$ cat src/rtl/regfile_arb_pkg.sv
// Shared types and constants for the picoMIPS register-file port arbiter.
package regfile_arb_pkg;

  localparam int ADDR_W = 4;
  localparam int DATA_W = 8;

  typedef enum logic {
    RUN    = 1'b0,
    HALTED = 1'b1
  } state_t;

  typedef struct packed {
    logic              we;
    logic [ADDR_W-1:0] addr;
    logic [DATA_W-1:0] wdata;
  } req_t;

  function automatic logic addr_ok(input logic [ADDR_W-1:0] addr, input int nregs);
    return int'(addr) < nregs;
  endfunction

endpackage

$ cat src/rtl/regfile_arb_resp.sv
// Per-port registered response: rvalid pulses one cycle after a grant,
// rdata captures the register file on reads and is forced to 0 on address errors.
module regfile_arb_resp
  import regfile_arb_pkg::*;
#(
  parameter int n = DATA_W
) (
  input  logic         clk,
  input  logic         nreset,
  input  logic         gnt_i,
  input  logic         we_i,
  input  logic         addr_err_i,
  input  logic [n-1:0] rf_rdata_i,
  output logic         rvalid_o,
  output logic [n-1:0] rdata_o,
  output logic         err_o
);

  logic         rvalid_q, rvalid_d;
  logic         err_q, err_d;
  logic [n-1:0] rdata_q, rdata_d;

  always_comb begin
    rvalid_d = gnt_i;
    err_d    = gnt_i & addr_err_i;
    rdata_d  = rdata_q;
    // Writes only mark completion, so rdata keeps the last read value.
    if (gnt_i) begin
      if (addr_err_i)  rdata_d = '0;
      else if (!we_i)  rdata_d = rf_rdata_i;
    end
  end

  always_ff @(posedge clk or negedge nreset) begin
    if (!nreset) begin
      rvalid_q <= 1'b0;
      err_q    <= 1'b0;
      rdata_q  <= '0;
    end else begin
      rvalid_q <= rvalid_d;
      err_q    <= err_d;
      rdata_q  <= rdata_d;
    end
  end

  assign rvalid_o = rvalid_q;
  assign rdata_o  = rdata_q;
  assign err_o    = err_q;

endmodule

$ cat src/rtl/regfile_port_arbiter.sv
// Arbitrates the shared register-file port between the core and the debug port,
// with debug aging and a halt mode that locks the core out.
module regfile_port_arbiter
  import regfile_arb_pkg::*;
#(
  parameter int n        = DATA_W,  // must equal DATA_W, the req_t data width
  parameter int NREGS    = 14,
  parameter int MAX_WAIT = 4
) (
  input  logic              clk,
  input  logic              nreset,
  // Handshake: a requester holds req/we/addr/wdata stable until gnt; the
  // transfer completes at the edge where gnt is high, and rvalid answers a cycle later.
  input  logic              core_req,
  input  logic              core_we,
  input  logic [ADDR_W-1:0] core_addr,
  input  logic [n-1:0]      core_wdata,
  output logic              core_gnt,
  output logic              core_rvalid,
  output logic [n-1:0]      core_rdata,
  output logic              core_err,
  input  logic              dbg_req,
  input  logic              dbg_we,
  input  logic [ADDR_W-1:0] dbg_addr,
  input  logic [n-1:0]      dbg_wdata,
  output logic              dbg_gnt,
  output logic              dbg_rvalid,
  output logic [n-1:0]      dbg_rdata,
  output logic              dbg_err,
  input  logic              dbg_halt,
  output logic              halt_ack,
  output logic              rf_w,
  output logic [n-1:0]      rf_Wdata,
  output logic [ADDR_W-1:0] rf_Raddr1,
  output logic [ADDR_W-1:0] rf_Raddr2,
  input  logic [n-1:0]      rf_Rdata2
);

  localparam logic [3:0] MAX_WAIT_C = 4'(MAX_WAIT);

  state_t     state_q, state_d;
  logic [3:0] wait_q, wait_d;
  req_t       sel;
  logic       any_gnt;
  logic       core_addr_err, dbg_addr_err;

  assign core_addr_err = !addr_ok(core_addr, NREGS);
  assign dbg_addr_err  = !addr_ok(dbg_addr, NREGS);

  always_comb begin
    core_gnt = 1'b0;
    dbg_gnt  = 1'b0;
    state_d  = dbg_halt ? HALTED : RUN;
    if (nreset) begin
      if (state_q == RUN) begin
        // Core wins contention until the debug port has aged to MAX_WAIT.
        if (core_req && !(dbg_req && wait_q == MAX_WAIT_C)) core_gnt = 1'b1;
        else if (dbg_req)                                   dbg_gnt  = 1'b1;
      end else begin
        dbg_gnt = dbg_req;
      end
    end
  end

  always_comb begin
    wait_d = wait_q;
    if (!dbg_req || dbg_gnt)     wait_d = 4'd0;
    else if (wait_q < MAX_WAIT_C) wait_d = wait_q + 4'd1;
  end

  always_comb begin
    sel = '0;
    if (core_gnt)     sel = '{we: core_we, addr: core_addr, wdata: core_wdata};
    else if (dbg_gnt) sel = '{we: dbg_we, addr: dbg_addr, wdata: dbg_wdata};
  end

  assign any_gnt   = core_gnt | dbg_gnt;
  assign rf_w      = any_gnt & sel.we & (sel.addr != '0) & addr_ok(sel.addr, NREGS);
  assign rf_Wdata  = sel.wdata;
  assign rf_Raddr1 = sel.addr;
  assign rf_Raddr2 = sel.addr;

  always_ff @(posedge clk or negedge nreset) begin
    if (!nreset) begin
      state_q <= RUN;
      wait_q  <= 4'd0;
    end else begin
      state_q <= state_d;
      wait_q  <= wait_d;
    end
  end

  assign halt_ack = (state_q == HALTED);

  regfile_arb_resp #(.n(n)) u_core_resp (
    .clk        (clk),
    .nreset     (nreset),
    .gnt_i      (core_gnt),
    .we_i       (core_we),
    .addr_err_i (core_addr_err),
    .rf_rdata_i (rf_Rdata2),
    .rvalid_o   (core_rvalid),
    .rdata_o    (core_rdata),
    .err_o      (core_err)
  );

  regfile_arb_resp #(.n(n)) u_dbg_resp (
    .clk        (clk),
    .nreset     (nreset),
    .gnt_i      (dbg_gnt),
    .we_i       (dbg_we),
    .addr_err_i (dbg_addr_err),
    .rf_rdata_i (rf_Rdata2),
    .rvalid_o   (dbg_rvalid),
    .rdata_o    (dbg_rdata),
    .err_o      (dbg_err)
  );

endmodule

$ cat config.mk
export PLATFORM = sky130hd
export DESIGN_NAME = regfile_port_arbiter
export DESIGN_NICKNAME = d
export VERILOG_FILES = /design/src/rtl/regfile_arb_pkg.sv /design/src/rtl/regfile_arb_resp.sv /design/src/rtl/regfile_port_arbiter.sv
export SDC_FILE = /design/constraint.sdc
export NUM_CORES = 1
export LEC_CHECK = 0
export ABC_AREA = 1
export CELL_PAD_IN_SITES_DETAIL_PLACEMENT = 0
export CELL_PAD_IN_SITES_GLOBAL_PLACEMENT = 1
export CORE_MARGIN = 2
export CORE_UTILIZATION = 23
export DETAILED_ROUTE_END_ITERATION = 6
export PLACE_DENSITY_LB_ADDON = 0.2
export REMOVE_ABC_BUFFERS = 1
export SYNTH_ARGS = -nofsm -noshare
export SYNTH_HDL_FRONTEND = slang
export SYNTH_SLANG_ARGS = --single-unit
export TNS_END_PERCENT = 30
$ cat constraint.sdc
create_clock -name clk -period 1.55 [get_ports clk]
set_input_delay 0.31 -clock clk [delete_from_list [all_inputs] [get_ports clk]]
set_output_delay 0.31 -clock clk [all_outputs]
set_load 0.02 [all_outputs]
==> metrics.txt, run 1 <==
final setup vio count=27; Row Count=27; power per cell area=773 mW/mm²; most frequent cells in the layout=40 x clkdlybuf4s50_1, 31 x buf_4, 25 x dfrtp_1; pin count of the biggest net entering global routing=24; Worst Path Required=1.24 ns; antenna-violating nets left=0; Clock Pin Slew Worst Setup and Hold Paths=approximately 0.09 ns; worst setup path start=wait_q[1]$_DFFE_PN0P_; hold-fix buffers at CTS=0; # diodes=0; Yosys reg bits=25; Area Overhead vs Synth=95.5%; Slew Limit Headroom=79.8%; Bufs on Longest Clock Path=2; share of total power in the clock network=19.1%; synthesized area per cell=around 9.0 µm²; Ports=79; switching share of power=between 30% and 40%; Ys Warns=0; core area=0.00551 mm²; WL per Instance=11.8 µm; DP Area=0.00240 mm²; CP startpoint kind=flop; storage element area=626 µm²; reg-to-reg endpoint=u_dbg_resp.rdata_o[2]$_DFFE_PN0P_; Worst Skew=0.00276 ns; worst hold path type=input pin to asynchronous set/reset pin; fillcell total=548; reg-to-reg startpoint=wait_q[1]$_DFFE_PN0P_; multi-input combinational cell area=572 µm²; Pwr Total=1.98 mW; Syn Std Cell Area=~0.0013 mm²; gpl congestion=0.837; initial drt markers=53; failing checks=negative setup slack; Residual DRC=0; crit share post-route=131%; GRT Overall Usage=12.2%; RSZ-0062 raised after global routing=yes; drt via density=~4.1; grt ovf=0; cts bufs inserted=3; Worst Path Max Fanout=10; I/O Buffers=78; Finished Core Util=between 40 and 50%; vias in the first global route=1,272; sequential power share=between 40% and 50%; CTS tree=done; Final Slew Violations=0; R2R setup slack=-0.07 ns; routed vias=1,348; status=finished, violations left; H-tree level count=1; die area=~0.0063 mm²; CP arrival=approximately 1.7 ns; Post-synth EDFFs=0; first-pass GRT wire length=6040 µm; Pre-Repair DR Iteration Count=5; nets=296; crit end category=output pin; post-synth top area share=47.8%; Seq/Total Area, Yosys=47.8%; DIE WIDTH=79.4 µm; share of cells above drive strength 1=32.7%; Slew @ Worst Pin=0.303 ns; reg2reg path depth=12; WS Path Type=flop to output pin; post-DP HPWL=a little under 3000 µm; logic gate share of total power=40.4%; Die Ht=79.4 µm; worst-skew pair later-pin latency=0.26 ns; commonest non-fill, non-tap cell in the layout=clkdlybuf4s50_1; leakage=roughly 1.3 nW; largest area contributor in the netlist=dfrtp_1; Period minus WS final=2.02 ns; Pint=about 1.3 mW; Starting Density=about a quarter; maxcap violations=0; top post-synthesis cells by area=dfrtp_1 48%, nand3_1 8.0%, inv_1 6.6%; fmax=around 490 MHz; CTS Sinks=25; Async SR Flop Fraction=100%; Psw=0.628 mW; initial antenna violation count=0; design area=0.00256 mm²; Final Hold Fails=0; final setup margin=-0.474 ns; DP Worst Slack=-0.926 ns; final WL=3850 µm; CTS Root Cell=clkbuf_8; Max VDD drop=367 µV; synth unique cells=19; Synth Flop Type=dfrtp_1; Cells after Synth=145
## worst max path at each step
stage | depth (start not counted) | slack [ns] | to
global placement | 12 | -0.90 | rf_w
finish | 11 | -0.47 | rf_Wdata[7]
floorplan | 11 | -0.46 | rf_w
CTS | 11 | -0.47 | rf_Wdata[4]
detailed placement | 12 | -0.93 | rf_w
global route | 13 | -0.61 | rf_w
## power by group through the flow
stage | Sequential [mW] | Combinational, mW | Clock (mW)
after floorplan | 0.937 | 0.196 | 0
after global placement | 0.819 | 0.792 | 0
after detailed placement | 0.816 | 0.796 | 0
after CTS | 0.804 | 0.790 | 0.406
after global routing | 0.815 | 0.867 | 0.436
final | 0.800 | 0.798 | 0.377
## sequential cells by signal, summed over array words and instances (netlist names)
signal	flops
wait_q	4
u_dbg_resp.err_o	1
u_core_resp.rdata_o	8
u_core_resp.rvalid_o	1
halt_ack	1
u_dbg_resp.rdata_o	8
u_dbg_resp.rvalid_o	1
u_core_resp.err_o	1
## what timing repair did
item                                    in CTS  in global routing
buffers inserted                             1                  2
gates resized for setup                    115                 34
endpoints found under the setup margin      40                 49
pin swaps                                    1                 10
## final cells by class
cell class	instances	share of cell area, %
tap	72	3.52
sequential	25	24.5
multi-input combinational	87	22.4
inverter	27	4.06
timing repair buffer	111	43.8
clock buffer	4	1.76
## metal layers
| metal | wire [µm] | global-route usage (%) | up-vias |
|---|---|---|---|
| li1 | - | - | 698 |
| met1 | 1770 | 16.9 | 607 |
| met2 | 1830 | 19.6 | 41 |
| met3 | 229 | 2.83 | 2 |
| met4 | 23 | 2.07 | 0 |
| met5 | 0 | 0 | - |
## synth_stat cells (3+ instances only)
cell type and n:
buf_4 5, o21ai_0 13, nand4_1 5, dfrtp_1 25, nand3_2 3, a22o_1 8, inv_1 23, nand3_1 21
nand2_4 3, o21ai_1 3, nor2_1 10, inv_2 4, nand2_1 12
## stage by stage
stage                     TNS (ns)  std cells  hold WS (ns)
after detailed placement    -20.55        319         0.512
after CTS                    -7.61        324         0.412
after floorplan              -1.47        139        0.0144
after global placement      -19.91        319         0.510
final                        -8.09        326         0.421
after global routing        -12.53        326         0.421
## worst max-delay path, stage by stage (launching register included)
cell	delay, ns
dfrtp_1	0.37
inv_2	0.06
ha_4	0.15
nand2_2	0.07
inv_2	0.05
nand2_4	0.09
nand2_4	0.09
nand2_4	0.09
inv_4	0.04
buf_12	0.12
a22o_1	0.21
buf_6	0.13
## cell families after synthesis
kind of cell	after synthesis	share of synthesized area, %
xor gates and xnor gates	1	0.670
DFF	25	47.8
adders and majority gates	2	1.91
AOI/OAI and AO/OA	28	14.7
and+or+nand+nor	56	23.3
buffers and inverters	33	11.5
Note: power is estimated with default switching activity, not from simulation.
==> run 2: changes to the inputs <==
--- a/config.mk
+++ b/config.mk
@@ -5,11 +5,11 @@
 export SDC_FILE = /design/constraint.sdc
 export NUM_CORES = 1
 export LEC_CHECK = 0
-export ABC_AREA = 1
+export ABC_AREA = 0
 export CELL_PAD_IN_SITES_DETAIL_PLACEMENT = 0
 export CELL_PAD_IN_SITES_GLOBAL_PLACEMENT = 1
 export CORE_MARGIN = 2
-export CORE_UTILIZATION = 23
+export CORE_UTILIZATION = 25
 export DETAILED_ROUTE_END_ITERATION = 6
 export PLACE_DENSITY_LB_ADDON = 0.2
 export REMOVE_ABC_BUFFERS = 1
==> metrics.txt, run 2 <==
Bufs on Longest Clock Path=2 (unchanged); hold-fix buffers at CTS=0 (unchanged); cell total after placement=314 (-1.6%); R2R setup slack=-0.32 ns (-0.25 ns); initial drt markers=23 (-57%); Area Overhead vs Synth=84.4%; cell with the largest stage delay on the worst path=dfrtp_1; met2 WL=2380 µm (+31%); I/O Buffers=78 (unchanged); worst-skew pair later-pin latency=0.27 ns (about the same); crit share post-route=131% (about the same); drt via density=4.71 (+14%); nets=298 (+0.68%); CTS Sinks=25 (unchanged); power per cell area=715 mW/mm² (-7.5%); Cells after Synth=146 (+0.69%); design area=0.00267 mm² (+4.4%); most numerous cell in the Yosys netlist=dfrtp_1; top post-synthesis cells by area=dfrtp_1 43%, a21boi_0 6.7%, o211ai_1 6.2%; Worst Path Required=1.24 ns (about the same); crit end category=output pin; pin count of the biggest net entering global routing=20 (-17%); CP arrival=1.71 ns (about the same); final setup vio count=35 (+30%); Worst Setup EP=rf_Wdata[5]; top sig layer=met4; CP peak stage delay=0.40 ns (+0.03 ns); first-pass GRT wire length=7440 µm (+23%); Die Ht=80.1 µm (+0.88%); synth unique cells=33 (+14); Clock Pin Slew Worst Setup and Hold Paths=0.08 ns (about the same); M1 WL=2050 µm (+16%); CTS tree=done; grt ovf=0 (unchanged); Post-synth top cells=25 x dfrtp_1, 20 x inv_1, 14 x nand3_1, 13 x a21boi_0, 12 x o211ai_1; Max VDD drop=409 µV (+11%); post-DP HPWL=3760 µm (+26%); Starting Density=26.1% (+2.4 points); vias in the first global route=1,638 (+29%); core area=0.00554 mm² (+0.61%); final WL=4900 µm (+27%); DIE WIDTH=80.1 µm (+0.88%); Async SR Flop Fraction=100% (unchanged); gpl congestion=0.785 (-6.2%); maxcap violations=0 (unchanged); H-tree level count=1 (unchanged); antenna-violating nets left=0 (unchanged); Syn Std Cell Area=0.00145 mm² (+11%); Period minus WS final=2.02 ns (+0.000475 ns); Non-Filler Instances=328 (+0.61%); GRT Overall Usage=14.8% (+2.6 points); Pre-Repair DR Iteration Count=4 (-1); status=finished, violations left; met3 wire len=397 µm (+73%); Final Slew Violations=0 (unchanged); fillcell total=549 (+0.18%); reg2reg path depth=8 (-4); die area=0.00642 mm² (+1.8%); WS Path Type=flop to output pin; most frequent cells in the layout=48 x buf_4, 36 x clkdlybuf4s50_1, 25 x dfrtp_1; Row Count=27 (unchanged); Residual DRC=0 (unchanged); leakage=1.34 nW (-0.38%); synthesized area per cell=9.92 µm² (+10%); reg-to-reg endpoint=u_core_resp.rdata_o[3]$_DFFE_PN0P_; Slew @ Worst Pin=0.409 ns (+0.106 ns); cts bufs inserted=3 (unchanged); # diodes=0 (unchanged); reg-to-reg startpoint=wait_q[0]$_DFFE_PN0P_; Post-synth EDFFs=0 (unchanged); WL per Instance=14.9 µm (+26%); Worst Skew=0.00373 ns (+0.000977 ns); fmax=494 MHz (about the same); post-synth top area share=43.2% (-4.6 points); routed vias=1,545 (+15%); Synth Flop Type=dfrtp_1; initial antenna violation count=0 (unchanged); Slew Limit Headroom=72.7% (-7.1 points); worst hold path type=input pin to flop; cell chain of the critical path=inv_2 > ha_4 > and4b_2 > buf_6 > o211ai_1 > a21boi_1 > buf_4; RSZ-0062 raised after global routing=yes; CTS Root Cell=clkbuf_8; Final Hold Fails=0 (unchanged); share of cells above drive strength 1=33.2% (+0.53 points); DP Worst Slack=-1.06 ns (-0.129 ns); failing checks=negative setup slack; Yosys reg bits=25 (unchanged); Ys Warns=0 (unchanged); final setup margin=-0.475 ns (-0.000475 ns); largest area contributor in the netlist=dfrtp_1; Seq/Total Area, Yosys=43.2% (-4.6 points); worst setup path start=wait_q[0]$_DFFE_PN0P_; DP Area=0.00248 mm² (+3.0%); Worst Path Max Fanout=6 (-4); CP startpoint kind=flop; Ports=79 (unchanged); commonest non-fill, non-tap cell in the layout=buf_4
[run 2: cell types whose count changed after synthesis, sizes merged, moves of 3 or more]
cell    change
nand3      -10
o32ai       +8
inv         -7
o211ai     +12
a21boi     +13
nor3b       +4
a21oi       -3
buf         +5
nand2      -12
o21ai      -16
clkbuf      +4
nand4       -4
nor2        -9
[run 2: area by class of cell]
class,instances,area [µm²],area share [%]
clock buffers,4,45.0,1.69
inverters,20,75.1,2.81
multi-input cells,86,732,27.4
flip-flops and latches,25,626,23.4
well taps,72,90.1,3.38
repair buffers,121,1100,41.3
[run 2: metal layers]
metal  vias up  track usage [%]
met2        70             26.1
li1        749                -
met3         5             3.03
met4         0             5.08
met5         -                0
met1       721             17.8
[run 2: how the worst min path moves through the flow]
stage,start,endpoint,slack (ns),depth (start not counted)
final,core_req,u_core_resp.rvalid_o$_DFF_PN0_,0.40,3
after global routing,core_req,u_core_resp.rvalid_o$_DFF_PN0_,0.40,3
after CTS,dbg_halt,halt_ack$_DFF_PN0_,0.49,1
after detailed placement,u_core_resp.rdata_o[7]$_DFFE_PN0P_,u_core_resp.rdata_o[7]$_DFFE_PN0P_,0.48,1
after global placement,u_core_resp.rdata_o[1]$_DFFE_PN0P_,u_core_resp.rdata_o[1]$_DFFE_PN0P_,0.49,1
after floorplan,nreset,halt_ack$_DFF_PN0_,0.01,0
[run 2: report_power, final]
part | total, mW | switching, mW | internal [mW]
registers | 0.795 | 0.0541 | 0.741
logic | 0.732 | 0.361 | 0.370
clock network | 0.380 | 0.196 | 0.184
total | 1.91 | 0.612 | 1.30
[run 2: cells by family (layout without fill, tap and decap cells)]
logic type	after synthesis	in the layout	synth area share (%)
AOI/OAI and AO/OA	47	47	27.0
xor gates and xnor gates	1	1	0.605
adders and majority gates	2	2	1.73
buffers and inverters	35	145	11.4
DFF	25	25	43.2
muxes	1	1	0.691
and+or+nand+nor	35	35	15.4
[run 2: critical path, delay by kind of cell, from the launching register on]
kind,cells,cell delay (ns)
flops,1,0.40
buf+inv,3,0.37
simple gates,1,0.30
compound gates,2,0.24
fa+ha+maj,1,0.13
[run 2: per-stage QoR]
step / setup TNS, ns / utilization [%] / hold WS [ns] / power, mW
2_1_floorplan: -17.10 / - / 0.0144 / 1.10
3_3_place_gp: -28.63 / 44.7 / 0.489 / 1.55
3_5_place_dp: -30.22 / 44.7 / 0.484 / 1.56
4_1_cts: -14.16 / 45.4 / 0.485 / 1.90
5_1_grt: -16.67 / 48.2 / 0.400 / 2.02
6_report: -13.31 / 48.2 / 0.396 / 1.91
[run 2: what timing repair did]
item	in CTS	in global routing
setup endpoints to repair	54	46
cloned	0	1
pin swaps	28	13
gates resized for setup	145	31
setup buffers	3	6
